`src/rtl/free_mode_poly.sv`:
```
`default_nettype none
// ============================================================================
//  Module   : free_mode_poly
//  Purpose  : Polyphonic PS/2 key-to-voice allocator with octave control.
//             Optional macro VOICE_STEAL_EN: steal the oldest voice when full.
//  Revision : 1.0  initial release
// ============================================================================
module free_mode_poly #(
  parameter int                    NUM_KEYS   = 8,
  parameter int                    NUM_VOICES = 4,
  parameter logic [NUM_KEYS*8-1:0] KEYMAP     = 64'h423B33342B231B1C,
  parameter logic [7:0]            OCT_DN     = 8'h1A,
  parameter logic [7:0]            OCT_UP     = 8'h22,
  parameter logic [1:0]            OCT_RST    = 2'd1
) (
  input  logic                                     sys_clk,
  input  logic                                     rst,
  input  logic [7:0]                               key_code,
  input  logic                                     key_valid,
  output logic [NUM_VOICES-1:0]                    voice_active,
  output logic [NUM_VOICES*$clog2(NUM_KEYS)-1:0]   voice_key,
  output logic [NUM_KEYS-1:0]                      key_held,
  output logic [1:0]                               octave,
  output logic                                     drop_pulse
);

  localparam int KEY_IDX_W = $clog2(NUM_KEYS);
  localparam int AGE_W     = (NUM_VOICES > 1) ? $clog2(NUM_VOICES) : 1;

  localparam logic [AGE_W-1:0] c_age_max  = AGE_W'(NUM_VOICES - 1);
  localparam logic [7:0]       c_code_brk = 8'hF0;
  localparam logic [7:0]       c_code_ext = 8'hE0;

  localparam logic [1:0] c_st_idle    = 2'd0;
  localparam logic [1:0] c_st_brk     = 2'd1;
  localparam logic [1:0] c_st_ext     = 2'd2;
  localparam logic [1:0] c_st_ext_brk = 2'd3;

  logic [1:0]                      r_state;
  logic [NUM_VOICES-1:0]           r_active;
  logic [NUM_VOICES*KEY_IDX_W-1:0] r_vkey;
  logic [AGE_W-1:0]                r_age [NUM_VOICES];
  logic [NUM_KEYS-1:0]             r_held;
  logic [1:0]                      r_oct;
  logic                            r_drop;

  logic [1:0]                      w_state;
  logic [NUM_VOICES-1:0]           w_active;
  logic [NUM_VOICES*KEY_IDX_W-1:0] w_vkey;
  logic [AGE_W-1:0]                w_age [NUM_VOICES];
  logic [NUM_KEYS-1:0]             w_held;
  logic [1:0]                      w_oct;
  logic                            w_drop;

  logic                 w_hit;
  logic [KEY_IDX_W-1:0] w_idx;
  logic                 w_free_found;
  logic [AGE_W-1:0]     w_free_slot;
  logic                 w_alloc;
  logic [AGE_W-1:0]     w_slot;

  // Keymap lookup; scanning downward leaves the lowest matching index.
  always_comb begin
    w_hit = 1'b0;
    w_idx = '0;
    for (int i = NUM_KEYS - 1; i >= 0; i--) begin
      if (key_code == KEYMAP[8*i +: 8]) begin
        w_hit = 1'b1;
        w_idx = KEY_IDX_W'(i);
      end
    end
  end

  always_comb begin
    w_free_found = 1'b0;
    w_free_slot  = '0;
    for (int v = NUM_VOICES - 1; v >= 0; v--) begin
      if (!r_active[v]) begin
        w_free_found = 1'b1;
        w_free_slot  = AGE_W'(v);
      end
    end
  end

`ifdef VOICE_STEAL_EN
  logic [AGE_W-1:0] w_victim;
  logic [AGE_W-1:0] w_victim_age;

  // Oldest voice wins; strict compare keeps the lowest index on ties.
  always_comb begin
    w_victim     = '0;
    w_victim_age = r_age[0];
    for (int v = 1; v < NUM_VOICES; v++) begin
      if (r_age[v] > w_victim_age) begin
        w_victim     = AGE_W'(v);
        w_victim_age = r_age[v];
      end
    end
  end
`endif

  always_comb begin
    w_state  = r_state;
    w_active = r_active;
    w_vkey   = r_vkey;
    w_age    = r_age;
    w_held   = r_held;
    w_oct    = r_oct;
    w_drop   = 1'b0;
    w_alloc  = 1'b0;
    w_slot   = '0;

    if (key_valid) begin
      case (r_state)
        c_st_idle: begin
          if (key_code == c_code_brk) begin
            w_state = c_st_brk;
          end else if (key_code == c_code_ext) begin
            w_state = c_st_ext;
          end else begin
            if (key_code == OCT_UP) begin
              if (r_oct != 2'd3) w_oct = r_oct + 2'd1;
            end else if (key_code == OCT_DN) begin
              if (r_oct != 2'd0) w_oct = r_oct - 2'd1;
            end
            // A held key is a typematic repeat and leaves everything alone.
            if (w_hit && !r_held[w_idx]) begin
              w_held[w_idx] = 1'b1;
              if (w_free_found) begin
                w_alloc = 1'b1;
                w_slot  = w_free_slot;
              end else begin
                w_drop = 1'b1;
`ifdef VOICE_STEAL_EN
                w_alloc = 1'b1;
                w_slot  = w_victim;
`endif
              end
            end
          end
        end
        c_st_brk: begin
          w_state = c_st_idle;
          if (w_hit && r_held[w_idx]) begin
            w_held[w_idx] = 1'b0;
            for (int v = 0; v < NUM_VOICES; v++) begin
              if (r_active[v] && r_vkey[v*KEY_IDX_W +: KEY_IDX_W] == w_idx) begin
                w_active[v] = 1'b0;
                w_age[v]    = '0;
              end
            end
          end
        end
        c_st_ext: begin
          w_state = (key_code == c_code_brk) ? c_st_ext_brk : c_st_idle;
        end
        default: begin
          w_state = c_st_idle;
        end
      endcase
    end

    if (w_alloc) begin
      for (int v = 0; v < NUM_VOICES; v++) begin
        if (AGE_W'(v) == w_slot) begin
          w_active[v]                       = 1'b1;
          w_vkey[v*KEY_IDX_W +: KEY_IDX_W]  = w_idx;
          w_age[v]                          = '0;
        end else if (r_active[v] && r_age[v] != c_age_max) begin
          w_age[v] = r_age[v] + 1'b1;
        end
      end
    end
  end

  always_ff @(posedge sys_clk or posedge rst) begin
    if (rst) begin
      r_state  <= c_st_idle;
      r_active <= '0;
      r_vkey   <= '0;
      r_held   <= '0;
      r_oct    <= OCT_RST;
      r_drop   <= 1'b0;
      for (int v = 0; v < NUM_VOICES; v++) r_age[v] <= '0;
    end else begin
      r_state  <= w_state;
      r_active <= w_active;
      r_vkey   <= w_vkey;
      r_held   <= w_held;
      r_oct    <= w_oct;
      r_drop   <= w_drop;
      for (int v = 0; v < NUM_VOICES; v++) r_age[v] <= w_age[v];
    end
  end

  assign voice_active = r_active;
  assign voice_key    = r_vkey;
  assign key_held     = r_held;
  assign octave       = r_oct;
  assign drop_pulse   = r_drop;

endmodule
`default_nettype wire

```
`config.mk`:
```
export PLATFORM = sky130hd
export DESIGN_NAME = free_mode_poly
export DESIGN_NICKNAME = d
export VERILOG_FILES = /design/src/rtl/free_mode_poly.sv
export SDC_FILE = /design/constraint.sdc
export NUM_CORES = 1
export LEC_CHECK = 0
export CORE_ASPECT_RATIO = 1.25
export CORE_MARGIN = 2
export CORE_UTILIZATION = 40
export CTS_CLUSTER_SIZE = 8
export DETAILED_ROUTE_END_ITERATION = 8
export PLACE_DENSITY = 0.7
export SETUP_SLACK_MARGIN = 0.3
export SYNTH_ARGS = -nofsm -noshare
export SYNTH_HDL_FRONTEND = slang
export SYNTH_SLANG_ARGS = --single-unit
export TNS_END_PERCENT = 100
```
`constraint.sdc`:
```
create_clock -name sys_clk -period 4.33 [get_ports sys_clk]
set_input_delay 0.6495 -clock sys_clk [delete_from_list [all_inputs] [get_ports sys_clk]]
set_output_delay 0.6495 -clock sys_clk [all_outputs]
set_load 0.01 [all_outputs]
```
* Word level (Yosys, flattened, before mapping) *
Index checks and enable logic that the tools add are counted.

word-level totals
  register bits = 29
  latch bits = 0
  bits in writable memories = 0
  bits in read-only memories = 0
  input port bits = 11
  output and inout bits = 27
  logic and storage cells = 138
  memories kept = 0

operators by class
  add/subtract/negate cells = 2
  $mul = 0
  divide/modulo/power cells = 0
  magnitude comparators = 2
  eq/ne operators = 28
  shift operators = 0
  mux-type cells = 71
  bitwise operators = 5
  reductions and logical operators = 21

operators by type and width
  kind                  count
  $eq A8 B6 Y1 const B  6
  $mux W1               34
  $mux W2               17
  $mux W8               4
  $eq A8 B5 Y1 const B  3
  $mux W3               8
  $eq A8 B8 Y1 const B  2
  $mux W4               4
  $pmux W8 S2           1
  $eq A3 B3 Y1          4
  $ne A2 B2 Y1 const B  5
  $reduce_and A2 Y1     5
  $and A8 B8 Y8         1
  $eq A8 B7 Y1 const B  1
  $not A8 Y8            1
  $or A8 B8 Y8          1
  $reduce_bool A2 Y1    4
  $logic_and A1 B1 Y1   7
  $reduce_and A7 Y1     1
  $reduce_and A6 Y1     1
  $eq A2 B2 Y1 const A  2
  $logic_not A2 Y1      2
  $lt A3 B4 Y1 const B  1
  $pmux W2 S2           1
  other kinds (12)      13

* Logic depth before layout (Yosys ltp) *
  depth in word-level cells = 21
  gate-level depth with buffers = 9
  gate-level depth less buffers = 7

* Worst setup path after synthesis *
Ideal clock, no wire load.

  kind = input to register
  start point = input key_code[2]
  end point = register r_vkey[6] (netlist: voice_key[6])
  setup time = 0.125 ns
  data arrival time = 2.774 ns
  required time = 4.205 ns
  setup slack = 1.431 ns
  stages = 8
  buffers on the path = 1
  path through = buf_4 -> or4b_4 -> a21o_1 -> and4_4 -> a2111oi_4 -> and4b_4 -> nand2b_4 -> mux2_4

between the ends
  cells in the longest elaborated chain, start to end = 20
  elaborated cells on any way between the ends = 42
  those cells by class = 11 x eq/ne; 28 x mux; 3 x reduce/logical

ends and longest elaborated chain
  item                           line  text
  start, declared                18    input logic [7:0] key_code,
  $eq A8 B7 Y1                   67    if (key_code == KEYMAP[8*i +: 8]) begin
  $mux W3 (8 in a row)           67
  $bmux W1 S3                    127   if (w_hit && !r_held[w_idx]) begin
  $mux W1 (implied by the code)  127
  $logic_not A1 Y1               127
  $logic_and A1 B1 Y1            127
  $mux W2                        127
  $mux W2                        118   end else if (key_code == c_code_ext) begin
  $mux W2                        116   if (key_code == c_code_brk) begin
  $mux W2                        114   case (r_state)
  $mux W2                        113   if (key_valid) begin
  $eq A2 B2 Y1                   165   if (AGE_W'(v) == w_slot) begin
  $reduce_and A2 Y1 (no line)    -
  end signal, assigned           188   r_vkey <= w_vkey;
  end, declared                  41    logic [NUM_VOICES*KEY_IDX_W-1:0] r_vkey;

Several ways; a longest one is shown, not always the timed one. The select of a mux whose other input is x is not followed.
A chain may end at the register's enable or synchronous reset.

* Final worst setup path *
  start point = input key_code[3]
  end point = register r_vkey[4] (netlist: voice_key[4])

between the ends
  cells in the longest elaborated chain, start to end = 20
  elaborated cells on any way between the ends = 42
  those cells by class = 11 x eq/ne; 28 x mux; 3 x reduce/logical

ends and longest elaborated chain
  item                           line
  $eq A8 B7 Y1                   67
  $mux W3 (8 in a row)           67
  $bmux W1 S3                    127
  $mux W1 (implied by the code)  127
  $logic_not A1 Y1               127
  $logic_and A1 B1 Y1            127
  $mux W2                        127
  $mux W2                        118
  $mux W2                        116
  $mux W2                        114
  $mux W2                        113
  $eq A1 B2 Y1                   165
  $reduce_and A2 Y1 (no line)    -

Several ways; a longest one is shown, not always the timed one. The select of a mux whose other input is x is not followed.

==> impl_results.md <==
* DR pass1 iterations at 4
* CP max-delay cell: sky130_fd_sc_hd__clkdlybuf4s50_1
* Synth warn at 0
* Clk root buf: sky130_fd_sc_hd__clkbuf_8
* Number of violations of the max-capacitance limit at 0
* IO Count at 38
* Min cycle time layout at 3.42 ns
* Number of antenna violations at the first check in global routing at 0
* Pin count of the biggest net entering global routing at 30
* Net count after synthesis at 188
* Number of different library cells in the post-synthesis netlist at 51
* Clk pwr share at 38.5%
* Post-route ant nets at 0
* Largest driver fanout on the critical path at 13
* Max Clock Skew at 0.00554 ns
* Cells on worst reg2reg path at 7
* CP startpoint: key_code[3]
* CTS max path bufs at 2
* Startpoint kind of the worst setup timing path: input pin
* Antenna diodes at 0
* Total Nets Final at 230
* Clock insertion delay at the later pin of the skew report at 0.29 ns
* WP buf/inv at 1
* Area leader, netlist: sky130_fd_sc_hd__dfrtp_1
* Portion of total power attributed to sequential cells at 46.9%
* Reg-to-Reg End: voice_key[4]$_DFFE_PP0P_
* Leakage power at 0.967 nW
* Part of the total power dissipated in combinational logic at 14.6%
* Area growth syn-to-layout at 30.9%
* Post-route cell area at 2290 um^2
* Largest family of logic cells by synthesized area: simple AND/OR/NAND/NOR gates
* Critical Path, Cell by Cell: clkdlybuf4s50_1, or4b_4, a21o_1, and4_4, a2111oi_4, and2b_1, nand3b_1, mux2_1
* Crit path capture: voice_key[4]$_DFFE_PP0P_
* Overall Global Routing Usage at 18.8%
* Quantity of hold-fixing buffers added after cts at 0
* Category of the worst setup path capture point: flop
* Hold Path Cell Cnt at 2
* Most used standard cell by instance count after synthesis: sky130_fd_sc_hd__dfrtp_1
* Setup-failing EPs final at 0
* Critical path data arrival time at 3.59 ns
* CP required at 4.50 ns
* Floorplan die area at 4920 um^2
* Critical path depth in cells at 8
* Path type of the worst setup path: in -> reg
* Net switching component of the power at 0.165 mW
* Ratio of total power to cell area at 279 nW/um^2
* Switching Fraction at 25.9%
* Sequential fraction of the synthesis area at 41.6%
* Quantity of gates resized following cts at 0
* Setup Total Neg Slack at 0 ns
* Initial drt markers at 116
* Via count at 1,496
* Mapped cell area at 1750 um^2
* Setup slack on the worst flop-to-flop path at 2.01 ns
* Async set-or-reset flop fraction in the synthesized netlist at 100%
* TritonCTS Sinks at 29
* Detailed-placement wirelength estimate at 3070 um
* Worst r2r src: r_state[1]$_DFFE_PP0P_
* Pin slew with the least headroom to its limit at 1.09 ns
* Synth Area in Compound Gates at 16.2%
* Via count of the first global-routing pass at 1,496
* Largest cells by area after synthesis: sky130_fd_sc_hd__dfrtp_1, sky130_fd_sc_hd__a21oi_1, sky130_fd_sc_hd__xnor2_1
* Cell family with the largest share of critical-path delay: simple AND/OR/NAND/NOR gates
* Largest stage delay, worst path at 0.64 ns
* Cell types with the highest counts after synthesis: sky130_fd_sc_hd__dfrtp_1, sky130_fd_sc_hd__a21oi_1, sky130_fd_sc_hd__nand2_1, sky130_fd_sc_hd__nor2_1, sky130_fd_sc_hd__xnor2_1
* DRC at 0
* Total Routed Length at 4150 um
* TritonCTS Buffers at 5
* Number of synthesized register bits at 29
* Number of instances in the synthesized netlist at 177
* Classification of the worst-slack hold path: reg -> reg
* Global-route wire length before repair at 7220 um
* Hold Worst Slack at 0.534 ns
* Synth Area in Simple Gates at 23.0%
* Syn avg cell area at 9.88 um^2
* Initial core utilization at 42.3%
* Area of the core region at 4130 um^2
* Final Hold Vio Count at 0
* Number of setup buffers added after CTS at 0
* Number of cell rows at 26
* Number of enable-type register cells in the synthesized netlist at 0
* Vias per cell at 5.42
* Most used flip-flop cell after synthesis: sky130_fd_sc_hd__dfrtp_1
* Number of levels in the clock H-tree at 2
* Routability-driven placement congestion ratio at 0.854
* Internal power of the cells at 0.474 mW
* Max-slew violations at 0
* Share of the clock period used by the worst path at 79.1%
* Average wire per standard cell at 15.0 um
* Arithmetic-cell share of the synthesized area counting full adders, half adders and majority gates at 0%
* Share of synthesized area spent on multiplexers at 11.8%
* Slew Limit Headroom at 27.2%
* CTS tree: built
* Run status: complete, no violations
* Width of the chip at 63.1 um
* Layout cell share with drive strength beyond 1 at 11.8%
* Post-CTS clock slew at the launch and capture registers of the worst setup and hold paths at 0.06 ns
* Chip height at 77.9 um
* Core Util, Final at 55.4%
* Xor/xnor cell area share of the yosys netlist at 5.01%
* Fraction of synthesized cell area taken by the top area cell type at 40.1%
* Peak supply drop at 0.211 mV
* Number of buffers added on ports at 37
* Leftover overflow at the end of global routing at 0
* RSZ-0062 raised after global routing: false
* Area after DPL at 2190 um^2
* Fmax achieved at 0.292 GHz
-- metrics by stage --
step                worst slack (ns)  power [mW]  instances
floorplan                       1.43       0.350        177
global placement               0.659       0.398        268
detailed placement             0.611       0.398        268
CTS                            0.907       0.646        276
global route                   0.765       0.668        276
finish                         0.905       0.639        276
-- layout make-up --
| type | count | area (um^2) |
|---|---|---|
| Multi-Input combinational cell | 138 | 980 |
| Inverter | 5 | 18.8 |
| Sequential cell | 29 | 727 |
| Tap cell | 56 | 70.1 |
| Clock inverter | 1 | 5.00 |
| Clock buffer | 7 | 96.3 |
| Timing Repair Buffer | 40 | 393 |
| Fill cell | 393 | 1840 |
-- cell families (layout without fill, tap and decap cells) --
kind of cell | Yosys count | in the layout
simple gates | 68 | 68
compound gates | 42 | 42
flops | 29 | 29
mux | 18 | 18
xor+xnor | 10 | 10
buf+inv | 10 | 53
-- layer usage --
metal | up-vias | GRT usage [%] | wire (um)
met5 | - | 0 | 0
met4 | 0 | 9.11 | 97
met3 | 8 | 4.49 | 210
met2 | 39 | 30.2 | 1970
met1 | 707 | 23.7 | 1870
li1 | 742 | - | -
-- worst reg2reg max path, cell delays in order (launching register included) --
cell                        delay, ns
sky130_fd_sc_hd__dfrtp_1         0.39
sky130_fd_sc_hd__inv_1           0.08
sky130_fd_sc_hd__nand2_1         0.08
sky130_fd_sc_hd__or3_1           0.37
sky130_fd_sc_hd__a2111oi_4       0.54
sky130_fd_sc_hd__and2b_1         0.25
sky130_fd_sc_hd__nand3b_1        0.16
sky130_fd_sc_hd__mux2_1          0.35
-- worst min path at each step --
| stage | end | slack, ns | start |
|---|---|---|---|
| finish | octave[0]$_DFFE_PP1P_ | 0.53 | octave[0]$_DFFE_PP1P_ |
| detailed placement | octave[0]$_DFFE_PP1P_ | 0.53 | octave[0]$_DFFE_PP1P_ |
| CTS | octave[0]$_DFFE_PP1P_ | 0.54 | octave[0]$_DFFE_PP1P_ |
| global route | octave[0]$_DFFE_PP1P_ | 0.56 | octave[0]$_DFFE_PP1P_ |
| floorplan | r_state[1]$_DFFE_PP0P_ | 0.49 | r_state[0]$_DFFE_PP0P_ |
| global placement | octave[0]$_DFFE_PP1P_ | 0.53 | octave[0]$_DFFE_PP1P_ |
-- placed cells by master (no fill, tap or decap), types with 4 or more instances in the layout --
| cell type | Yosys | layout |
|---|---|---|
| sky130_fd_sc_hd__a21oi_1 | 19 | 19 |
| sky130_fd_sc_hd__clkbuf_8 | 0 | 7 |
| sky130_fd_sc_hd__clkdlybuf4s50_1 | 0 | 37 |
| sky130_fd_sc_hd__dfrtp_1 | 28 | 28 |
| sky130_fd_sc_hd__inv_1 | 5 | 5 |
| sky130_fd_sc_hd__mux2_1 | 6 | 6 |
| sky130_fd_sc_hd__mux2i_1 | 6 | 6 |
| sky130_fd_sc_hd__nand2_1 | 16 | 16 |
| sky130_fd_sc_hd__nand3_1 | 4 | 4 |
| sky130_fd_sc_hd__nand3b_1 | 4 | 4 |
| sky130_fd_sc_hd__nor2_1 | 16 | 16 |
| sky130_fd_sc_hd__o21ai_0 | 5 | 5 |
| sky130_fd_sc_hd__xnor2_1 | 8 | 8 |
-- power by group through the flow --
stage | Clock (mW) | Sequential, mW | Combinational, mW
after global placement | 0 | 0.305 | 0.0928
final | 0.246 | 0.300 | 0.0932
after global routing | 0.265 | 0.302 | 0.102
after floorplan | 0 | 0.305 | 0.0445
after detailed placement | 0 | 0.305 | 0.0936
after CTS | 0.252 | 0.300 | 0.0938
Power figures use the tool's default switching activity.
